$ cat config.mk
export PLATFORM = sky130hd
export DESIGN_NAME = command_serializer_flat
export DESIGN_NICKNAME = d
export VERILOG_FILES = /design/src/rtl/command_serializer_if.sv /design/src/rtl/command_serializer.sv /design/src/flat_wrapper.sv
export SDC_FILE = /design/constraint.sdc
export NUM_CORES = 1
export LEC_CHECK = 0
export CAP_MARGIN = 20
export CORE_UTILIZATION = 41
export CTS_CLUSTER_DIAMETER = 100
export DETAILED_ROUTE_END_ITERATION = 8
export PLACE_DENSITY = 0.81
export RECOVER_POWER = 100
export SYNTH_ARGS = -nofsm -noshare
export SYNTH_HDL_FRONTEND = slang
export SYNTH_SLANG_ARGS = --single-unit
$ cat constraint.sdc
create_clock -name clk -period 1.83 [get_ports clk]
set_input_delay 0.366 -clock clk [delete_from_list [all_inputs] [get_ports clk]]
set_output_delay 0.366 -clock clk [all_outputs]
set_load 0.05 [all_outputs]
$ cat src/rtl/command_serializer_if.sv
// command_serializer_if: handshake and status bundle for command_serializer.
//   req_*          parallel command request (valid/ready)
//   tx_*           outgoing byte stream toward the pipeline command input
//   rx_*           response byte stream coming back from the command input
//   done_*, busy   completion pulse, status and response byte, activity flag
//   stray_count    saturating count of response bytes received outside WAIT_RESP
// The slave modport is used by command_serializer; master is the driver/loader side.
interface command_serializer_if #(
  parameter int PAYLOAD_BYTES = 36,
  parameter int LEN_W         = $clog2(PAYLOAD_BYTES + 1)
);
  logic                       req_valid;
  logic                       req_ready;
  logic [7:0]                 req_opcode;
  logic [LEN_W-1:0]           req_len;
  logic [8*PAYLOAD_BYTES-1:0] req_payload;
  logic                       req_expect_resp;

  logic                       tx_valid;
  logic                       tx_ready;
  logic [7:0]                 tx_data;

  logic                       rx_valid;
  logic                       rx_ready;
  logic [7:0]                 rx_data;

  logic                       done_valid;
  logic [1:0]                 done_status;
  logic [7:0]                 done_resp;
  logic                       busy;
  logic [7:0]                 stray_count;

  modport master (
    output req_valid, req_opcode, req_len, req_payload, req_expect_resp,
    input  req_ready,
    input  tx_valid, tx_data,
    output tx_ready,
    output rx_valid, rx_data,
    input  rx_ready,
    input  done_valid, done_status, done_resp, busy, stray_count
  );

  modport slave (
    input  req_valid, req_opcode, req_len, req_payload, req_expect_resp,
    output req_ready,
    output tx_valid, tx_data,
    input  tx_ready,
    input  rx_valid, rx_data,
    output rx_ready,
    output done_valid, done_status, done_resp, busy, stray_count
  );
endinterface

$ cat src/rtl/command_serializer.sv
// command_serializer: turns one parallel command (opcode + payload) into a byte
// stream, optionally waits for a one-byte response, then pulses done with status.
// Ports:
//   clk   rising-edge clock
//   rst   synchronous, active-high reset
//   bus   command_serializer_if.slave (request, tx stream, rx stream, status)
//
// state     | meaning
// ----------+-----------------------------------------------------------
// IDLE      | req_ready high, waiting for a command
// SEND_OP   | opcode byte presented on tx
// SEND_PAY  | payload bytes presented on tx, byte 0 first
// WAIT_RESP | waiting for the response byte or the timeout
// DONE      | one-cycle done pulse, status/resp registers already valid
module command_serializer #(
  parameter int PAYLOAD_BYTES = 36,
  parameter int LEN_W         = $clog2(PAYLOAD_BYTES + 1),
  parameter int RESP_TIMEOUT  = 1024
) (
  input logic                clk,
  input logic                rst,
  command_serializer_if.slave bus
);

  localparam int TMR_W = (RESP_TIMEOUT > 1) ? $clog2(RESP_TIMEOUT) : 1;
  localparam logic [TMR_W-1:0] TMR_LOAD = TMR_W'(RESP_TIMEOUT - 1);
  localparam logic [LEN_W-1:0] MAX_LEN  = LEN_W'(PAYLOAD_BYTES);

  typedef enum logic [2:0] {IDLE, SEND_OP, SEND_PAY, WAIT_RESP, DONE} state_t;

  state_t                     state, state_nx;
  logic [7:0]                 tx_data_q;
  logic [8*PAYLOAD_BYTES-1:0] pay_q;
  logic [LEN_W-1:0]           pay_left;
  logic                       exp_q;
  logic [TMR_W-1:0]           tmr;
  logic [1:0]                 status_q;
  logic [7:0]                 resp_q;
  logic [7:0]                 stray_q;
  logic                       accept, tx_hs, rx_hs, timeout;
  logic [LEN_W-1:0]           len_clamped;

  assign len_clamped = (bus.req_len > MAX_LEN) ? MAX_LEN : bus.req_len;
  assign accept      = bus.req_valid && bus.req_ready;
  assign tx_hs       = bus.tx_valid && bus.tx_ready;
  assign rx_hs       = bus.rx_valid && bus.rx_ready;
  assign timeout     = (tmr == '0);

  always_ff @(posedge clk) begin
    if (rst) state <= IDLE;
    else     state <= state_nx;
  end

  always_comb begin
    state_nx        = state;
    bus.req_ready   = 1'b0;
    bus.tx_valid    = 1'b0;
    bus.done_valid  = 1'b0;
    bus.busy        = (state != IDLE);
    // ready outputs are gated so they read 0 during any cycle with rst high
    bus.rx_ready    = !rst;
    unique case (state)
      IDLE: begin
        bus.req_ready = !rst;
        if (accept) state_nx = SEND_OP;
      end
      SEND_OP: begin
        bus.tx_valid = 1'b1;
        if (tx_hs) begin
          if (pay_left != '0) state_nx = SEND_PAY;
          else if (exp_q)     state_nx = WAIT_RESP;
          else                state_nx = DONE;
        end
      end
      SEND_PAY: begin
        bus.tx_valid = 1'b1;
        if (tx_hs && pay_left == LEN_W'(1)) state_nx = exp_q ? WAIT_RESP : DONE;
      end
      WAIT_RESP: begin
        if (rx_hs || timeout) state_nx = DONE;
      end
      DONE: begin
        bus.done_valid = 1'b1;
        state_nx       = IDLE;
      end
      default: state_nx = IDLE;
    endcase
  end

  always_ff @(posedge clk) begin
    if (rst) begin
      tx_data_q <= 8'h00;
      pay_q     <= '0;
      pay_left  <= '0;
      exp_q     <= 1'b0;
      tmr       <= TMR_LOAD;
      status_q  <= 2'b00;
      resp_q    <= 8'h00;
      stray_q   <= 8'h00;
    end else begin
      if (accept) begin
        tx_data_q <= bus.req_opcode;
        pay_q     <= bus.req_payload;
        pay_left  <= len_clamped;
        exp_q     <= bus.req_expect_resp;
      end
      // tx_data is preloaded with the next payload byte on every handshake so
      // back-to-back bytes go out with no bubble; pay_q shifts byte 0 out first.
      if (tx_hs) begin
        tx_data_q <= pay_q[7:0];
        pay_q     <= pay_q >> 8;
        if (state == SEND_PAY) pay_left <= pay_left - LEN_W'(1);
      end
      // down-counter: loaded outside WAIT_RESP, terminal count 0 means RESP_TIMEOUT cycles elapsed
      if (state == WAIT_RESP) tmr <= tmr - TMR_W'(1);
      else                    tmr <= TMR_LOAD;
      if (state != DONE && state_nx == DONE) begin
        if (!exp_q) begin
          status_q <= 2'b11;
          resp_q   <= 8'h00;
        end else if (rx_hs) begin
          status_q <= (bus.rx_data == 8'h00) ? 2'b00 : 2'b01;
          resp_q   <= bus.rx_data;
        end else begin
          status_q <= 2'b10;
          resp_q   <= 8'h00;
        end
      end
      if (rx_hs && state != WAIT_RESP && stray_q != 8'hFF) stray_q <= stray_q + 8'd1;
    end
  end

  assign bus.tx_data     = tx_data_q;
  assign bus.done_status = status_q;
  assign bus.done_resp   = resp_q;
  assign bus.stray_count = stray_q;

endmodule

$ cat src/flat_wrapper.sv
// flat-port wrapper written by rule: the top's interface ports become plain ports
module command_serializer_flat 
#(
  parameter int PAYLOAD_BYTES = 36,
  parameter int LEN_W         = $clog2(PAYLOAD_BYTES + 1),
  parameter int RESP_TIMEOUT  = 1024
)
  (clk, rst, bus_req_valid, bus_req_opcode, bus_req_len, bus_req_payload, bus_req_expect_resp, bus_req_ready, bus_tx_valid, bus_tx_data, bus_tx_ready, bus_rx_valid, bus_rx_data, bus_rx_ready, bus_done_valid, bus_done_status, bus_done_resp, bus_busy, bus_stray_count);
  command_serializer_if #(.PAYLOAD_BYTES(PAYLOAD_BYTES), .LEN_W(LEN_W)) bus_i ();
  input logic clk;
  input logic rst;
  input wire logic [$bits(bus_i.req_valid)-1:0] bus_req_valid;
  input wire logic [$bits(bus_i.req_opcode)-1:0] bus_req_opcode;
  input wire logic [$bits(bus_i.req_len)-1:0] bus_req_len;
  input wire logic [$bits(bus_i.req_payload)-1:0] bus_req_payload;
  input wire logic [$bits(bus_i.req_expect_resp)-1:0] bus_req_expect_resp;
  output wire logic [$bits(bus_i.req_ready)-1:0] bus_req_ready;
  output wire logic [$bits(bus_i.tx_valid)-1:0] bus_tx_valid;
  output wire logic [$bits(bus_i.tx_data)-1:0] bus_tx_data;
  input wire logic [$bits(bus_i.tx_ready)-1:0] bus_tx_ready;
  input wire logic [$bits(bus_i.rx_valid)-1:0] bus_rx_valid;
  input wire logic [$bits(bus_i.rx_data)-1:0] bus_rx_data;
  output wire logic [$bits(bus_i.rx_ready)-1:0] bus_rx_ready;
  output wire logic [$bits(bus_i.done_valid)-1:0] bus_done_valid;
  output wire logic [$bits(bus_i.done_status)-1:0] bus_done_status;
  output wire logic [$bits(bus_i.done_resp)-1:0] bus_done_resp;
  output wire logic [$bits(bus_i.busy)-1:0] bus_busy;
  output wire logic [$bits(bus_i.stray_count)-1:0] bus_stray_count;
  assign bus_i.req_valid = bus_req_valid;
  assign bus_i.req_opcode = bus_req_opcode;
  assign bus_i.req_len = bus_req_len;
  assign bus_i.req_payload = bus_req_payload;
  assign bus_i.req_expect_resp = bus_req_expect_resp;
  assign bus_req_ready = bus_i.req_ready;
  assign bus_tx_valid = bus_i.tx_valid;
  assign bus_tx_data = bus_i.tx_data;
  assign bus_i.tx_ready = bus_tx_ready;
  assign bus_i.rx_valid = bus_rx_valid;
  assign bus_i.rx_data = bus_rx_data;
  assign bus_rx_ready = bus_i.rx_ready;
  assign bus_done_valid = bus_i.done_valid;
  assign bus_done_status = bus_i.done_status;
  assign bus_done_resp = bus_i.done_resp;
  assign bus_busy = bus_i.busy;
  assign bus_stray_count = bus_i.stray_count;
  command_serializer #(.PAYLOAD_BYTES(PAYLOAD_BYTES), .LEN_W(LEN_W), .RESP_TIMEOUT(RESP_TIMEOUT)) u_core (.clk(clk), .rst(rst), .bus(bus_i));
endmodule
==> results.cfg, run 1 <==
[status]
outcome = finished, violations left
violations = negative setup slack

[worst_setup_path]
crit_path_max_fanout = 6
reg2reg_to = u_core.pay_q[28]
worst-path-buf-inv = 2
ff2ff_setup_slack_ps = 0
crit_type = reg -> out
critPathMaxStageDelay_ps = 380
rr_worst_depth = 8
crit_path_start_kind = flop
cp_common_cell = buf_6
crit_required_ps = 1460
r2r-start = u_core.state[2]
end_kind = output port
slowest_stage = dfxtp_4
crit_arrival_ps = 1510
critPathTopFamily = flip-flops
path_cells = buf_6 > or3_1 > buf_6

[cts]
cts_tree = yes
clkTransAtPathRegs_ps = 60
clk_root_buffer_cell = clkbuf_16
worstSkewPairLatency_ps = 500
numCtsBuffers = 36
clk_path_buf_depth = 3
cts_num_sinks = 334
cts_max_level = 2

[timing]
rsz0062_at_grt = yes
hold_violations = 0
max-slew-margin-rel_pct = 52.7
finalWorstSetupSlack_ps = -46.9
skew_ps = 7.45
fmax_mhz = 533
finalCritPeriodShare_pct = 103
worst_slew_pin_slew_ps = 710
hold_ws_ps = 327
slew_violations = 0
setup_viol_count_final = 1
period_needed_ps = 1880

[worst_hold_path]
hp-class = in -> reg
worstHoldPathCells = 5
hp-start = rst
hold_end = u_core.bus.stray_count[6]

[floorplan]
initial_core_util_pct = 42.0
die_y_um = 182
num_io_pins = 347
row_count = 65
core_area_um2 = 31800
die_area_um2 = 33300
die_width_um = 182

[global_routing]
grt_start_max_net_pins = 136
grt_pass1_wl_um = 62800
grt_pass1_vias = 12500
grt.overflow.total = 0
antenna_found_initial = 1
gr-usage-all-layers_pct = 23.0

[route]
drtIter0Drc = 926
routed-via-count = 12900
antenna_left = 0
drc = 0
drt_pass1_iterations = 7
avgViaCountPerCell = 5.47
wirelength_um = 40100
post_drt_wl_per_cell_um = 17.0

[yosys]
synth_ff_type = dfxtp_1
yosys.cell_types.count = 53
synth_top_area_share_pct = 50.1
yosysSeqAreaShare_pct = 50.1
synth_area_leaders = dfxtp_1, a22oi_1, a21oi_1
yosys_warnings = 0
syn_area_per_cell_um2 = 8.67
synth_edf_count = 0
synthesis.nets = 1861
synth_area_um2 = 13300
postSynthCellCount = 1539
synth_top_area_cell = dfxtp_1
synth-seq-cells = 334
synthArstFlopShare_pct = 0

[place]
place_area_um2 = 17800
dp_hpwl_um = 28000
numPlacedInstances = 2288
gp_congestion = 0.866
port_buffers = 346

[finish]
fin_cells = 2355
final_area_um2 = 19000
area_growth_pct = 42.7
drive_gt1_share_pct = 11.7
final_util_pct = 59.9
final_cell_mix = nand2_1, dfxtp_1, clkdlybuf4s50_1, a22oi_1, a21oi_1
layout.nets = 2221
mostFrequentLayoutCell = nand2_1

[power]
ir_drop_v = 0.000613
powerDensity_nw_per_um2 = 946
power.leakage_nw = 6.69
p_total_w = 0.0180

[job]
maxCapViolCount = 0
[synthesized netlist by cell type (all sizes together) (2+ instances only)]
library cell	n
nor3	5
o211ai	3
o21ai	50
nor4b	3
and4	3
o311ai	3
xnor2	3
and2	3
o41ai	3
a22oi	289
clkbuf	56
or3	5
inv	8
nor2b	3
nand4b	2
nand3	10
a221oi	2
a311oi	2
nor2	11
mux2i	10
or2	2
nor4	5
xor2	7
a21oi	260
buf	83
ha	6
dfxtp	334
nand2	338
nand3b	4
a21o	3
or4	2
a31oi	4
nand2b	4
[per-stage QoR]
step                      worst slack [ps]  setup TNS, ps
after floorplan                       -249         -61440
after global placement                -344         -52170
after detailed placement              -363         -75120
after CTS                            -94.6           -189
after global routing                 -82.6          -1740
final                                -46.9          -46.9
[cell families (layout without fill, tap and decap cells)]
group | after synthesis | count (layout) | share of synthesized area (%)
flops | 334 | 334 | 50.1
mux | 11 | 11 | 0.835
simple gates | 406 | 407 | 12.9
buf+inv | 147 | 526 | 5.49
fa+ha+maj | 6 | 6 | 0.563
other cells | 0 | 1 | 0
compound gates | 625 | 625 | 29.5
xor+xnor | 10 | 10 | 0.656
[worst min-delay path, cell delays in order]
cell     delay [ps]
buf_8           100
nor2b_1          70
nand2_1          80
buf_4           110
o41ai_1          50
[cell type report]
type                       count  area, um^2
antenna                        1        2.50
clock buffer                  50        1040
clock inverter                 8         115
fill                        2661       12800
inverter                       8        30.0
multi-input combinational   1059        6000
sequential                   334        6700
tap                          435         544
timing repair buffer         460        4620
[metal layers]
metal | share of wire, % | GRT usage (%) | up-vias
met3 | 6.7 | 4.41 | 84
met1 | 42 | 28.6 | 6057
met4 | 3.0 | 7.73 | 0
met5 | 0 | 0 | -
met2 | 48 | 39.9 | 462
li1 | - | - | 6289
[how the worst max path moves through the flow]
stage	startpoint	end	slack, ps	cells after the start
after global routing	u_core.state[1]	bus_busy	-80	3
after detailed placement	bus_tx_ready	u_core.state[2]	-360	5
after floorplan	u_core.state[0]	u_core.pay_q[208]	-250	7
final	u_core.state[1]	bus_busy	-50	3
after global placement	bus_tx_ready	u_core.state[2]	-340	5
after CTS	u_core.state[2]	bus_req_ready	-90	4
[state kept, by name, indices dropped and copies added (netlist names)]
name                    cells
u_core.bus.done_resp        8
u_core.bus.done_status      2
u_core.bus.stray_count      8
u_core.bus.tx_data          8
u_core.exp_q                1
u_core.pay_left             6
u_core.pay_q              288
u_core.state                3
u_core.tmr                 10
[timing repair]
item / CTS / global route
resized for setup: 13 / 19
pin swaps: 2 / 12
buffers inserted: 5 / 2
cloned: 1 / 1
hold buffers: 0 / 0
endpoints found under the setup margin: 26 / 210
[power by group]
| group | total [W] | switching (W) | leakage [nW] | internal, W |
|---|---|---|---|---|
| combinational | 0.00281 | 0.00134 | 3.38 | 0.00148 |
| clock | 0.00719 | 0.00281 | 0.575 | 0.00437 |
| sequential | 0.00802 | 0.000288 | 2.73 | 0.00773 |
(Power assumes the default switching activity.)
==> run 2, diff against run 1 <==
==> constraint.sdc (replaced) <==
create_clock -name clk -period 1.83 [get_ports clk]
set_input_delay 0.4575 -clock clk [delete_from_list [all_inputs] [get_ports clk]]
set_output_delay 0.4575 -clock clk [all_outputs]
set_load 0.05 [all_outputs]
==> run 2 against run 1 <==
Critical path type unchanged. Utilization is 4.1 points higher. The run still ends with negative setup slack left. Final cell count is 2.1% higher. Highest routed layer is now met5. Largest power group unchanged. Sequential share of layout area is 2.2 points lower. Sequential cell count stayed put.
==> results.cfg, run 2 (synthesis gave the netlist of run 1 again) <==
[finish]
largest_register = u_core.pay_q
final_cell_mix = nand2_1, dfxtp_1, clkdlybuf4s50_1, a21oi_1, a22oi_1
fillCellCount = 2407
mostFrequentLayoutCell = nand2_1
drive_gt1_share_pct = 18.2
top_regs = u_core.pay_q: 288 flops, u_core.tmr: 10 flops
layout.nets = 2258
largest_reg_flops = 288
area_growth_pct = 52.5

[floorplan]
die_width_um = 182
row_count = 65
die_area_um2 = 33300
die_y_um = 182
num_io_pins = 347
core_area_um2 = 31800
initial_core_util_pct = 42.0

[timing]
hold_violations = 0
max-slew-margin-rel_pct = 30.0
hold_ws_ps = 437
finalWorstSetupSlack_ps = -160
finalCritPeriodShare_pct = 109
skew_ps = 12.5
period_needed_ps = 1990
fmax_mhz = 502
fin_setup_tns_ps = -1620
worst_slew_pin_slew_ps = 1050
slew_violations = 0
rsz0062_at_grt = yes
setup_viol_count_final = 42

[global_routing]
grt_start_max_net_pins = 125
antenna_found_initial = 11
gr-usage-all-layers_pct = 24.0
use_met3_pct = 5.51
grt_pass1_wl_um = 64900
grt_pass1_vias = 13000
met1_usage_pct = 29.6
grt.overflow.total = 0
use_met2_pct = 39.6
grt_busiest_layer = met2

[power]
power.leakage_nw = 7.11
p_total_w = 0.0187
p_int_w = 0.0138
switching_share_pct = 26.1
powerDensity_nw_per_um2 = 917
clkPwrFrac_pct = 39.0
p_switching_w = 0.00487
pwr-share-comb_pct = 17.9
pwr-share-seq_pct = 43.1
ir_drop_v = 0.000841

[worst_setup_path]
end_kind = output port
crit_arrival_ps = 1530
crit_path_max_fanout = 4
worstSetupEndpoint = bus_busy
crit_type = reg -> out
crit_path_start_kind = flop
rr_worst_depth = 9
reg2reg_to = u_core.pay_q[137]
ff2ff_setup_slack_ps = -70
crit_start = u_core.state[2]
r2r-start = u_core.state[0]
crit_required_ps = 1370

[cts]
numCtsBuffers = 37
cts_max_level = 2
clkTransAtPathRegs_ps = 60
cts_hold_buf = 0
worstSkewPairLatency_ps = 510
clk_root_buffer_cell = clkbuf_16
clk_path_buf_depth = 3
cts_num_sinks = 334
cts_tree = yes

[route]
avgViaCountPerCell = 5.63
wirelength_um = 46200
drtIter0Drc = 1207
routed-via-count = 13500
drc = 0
drt_pass1_iterations = 6
post_drt_wl_per_cell_um = 19.2
antenna_left = 0

[place]
post-place-ws_ps = -522
dp_hpwl_um = 28900
port_buffers = 346
gp_congestion = 0.862

[status]
outcome = finished, violations left
violations = negative setup slack

[worst_hold_path]
hp-class = in -> reg

[job]
maxCapViolCount = 0
[run 2: changes by cell type in the layout (fill, tap and decap cells not counted), moves of 8 or more]
| cell | delta |
|---|---|
| a21oi_2 | +14 |
| diode_2 | +8 |
| buf_6 | +11 |
| buf_4 | +27 |
| a21oi_1 | -14 |
| a22oi_1 | -66 |
| clkbuf_16 | +20 |
| a22oi_2 | +66 |
| clkbuf_2 | -31 |
| o21ai_0 | -23 |
| o21ai_1 | +21 |
[run 2: area by class of cell]
cell class                 count  area, um^2  share of cell area, %
timing repair buffer         496        5460                   26.8
clock buffer                  48        1030                   5.06
multi-input combinational   1059        6430                   31.6
sequential                   334        6700                   32.9
inverter                       8        30.0                  0.148
antenna                        9        22.5                  0.111
clock inverter                15         139                  0.682
tap                          435         544                   2.67
[run 2: per-layer routing]
layer / vias to the layer above / routed length, um
met1: 6451 / 18900
li1: 6399 / -
met3: 141 / 3270
met2: 547 / 22000
met4: 4 / 2020
met5: - / 31
[run 2: critical path, cell delays in order, from the launching register on]
cell	delay, ps
dfxtp_4	360
buf_6	120
or3_4	380
buf_6	160
[run 2: power groups by stage]
stage               clock network, W  logic (W)  registers [W]
global route                 0.00771    0.00356        0.00808
CTS                          0.00740    0.00285        0.00801
finish                       0.00728    0.00333        0.00804
floorplan                          0    0.00150        0.00813
detailed placement                 0    0.00280        0.00816
global placement                   0    0.00273        0.00815
[run 2: metrics by stage]
step	utilization, %	instances	area (um^2)
floorplan	-	1539	13600
global placement	56.1	2290	17800
detailed placement	56.1	2290	17800
CTS	60.2	2362	19100
global route	64.0	2402	20300
finish	64.0	2404	20400
[run 2: worst min-delay path by stage]
stage	from	to	slack, ps	cells after the start
3_5_place_dp	u_core.bus.done_status[0]	u_core.bus.done_status[0]	450	2
6_report	rst	u_core.bus.stray_count[2]	440	3
5_1_grt	rst	u_core.bus.stray_count[2]	450	3
4_1_cts	rst	u_core.bus.stray_count[6]	420	5
2_1_floorplan	u_core.tmr[0]	u_core.tmr[0]	390	1
3_3_place_gp	u_core.bus.tx_data[1]	u_core.bus.tx_data[1]	440	2
[run 2: what timing repair did]
action | CTS | global route
endpoints found under the setup margin | 5 | 51
gates cloned | 1 | 20
setup buffers | 8 | 13
pin swaps | 4 | 148
gates resized for setup | 17 | 139
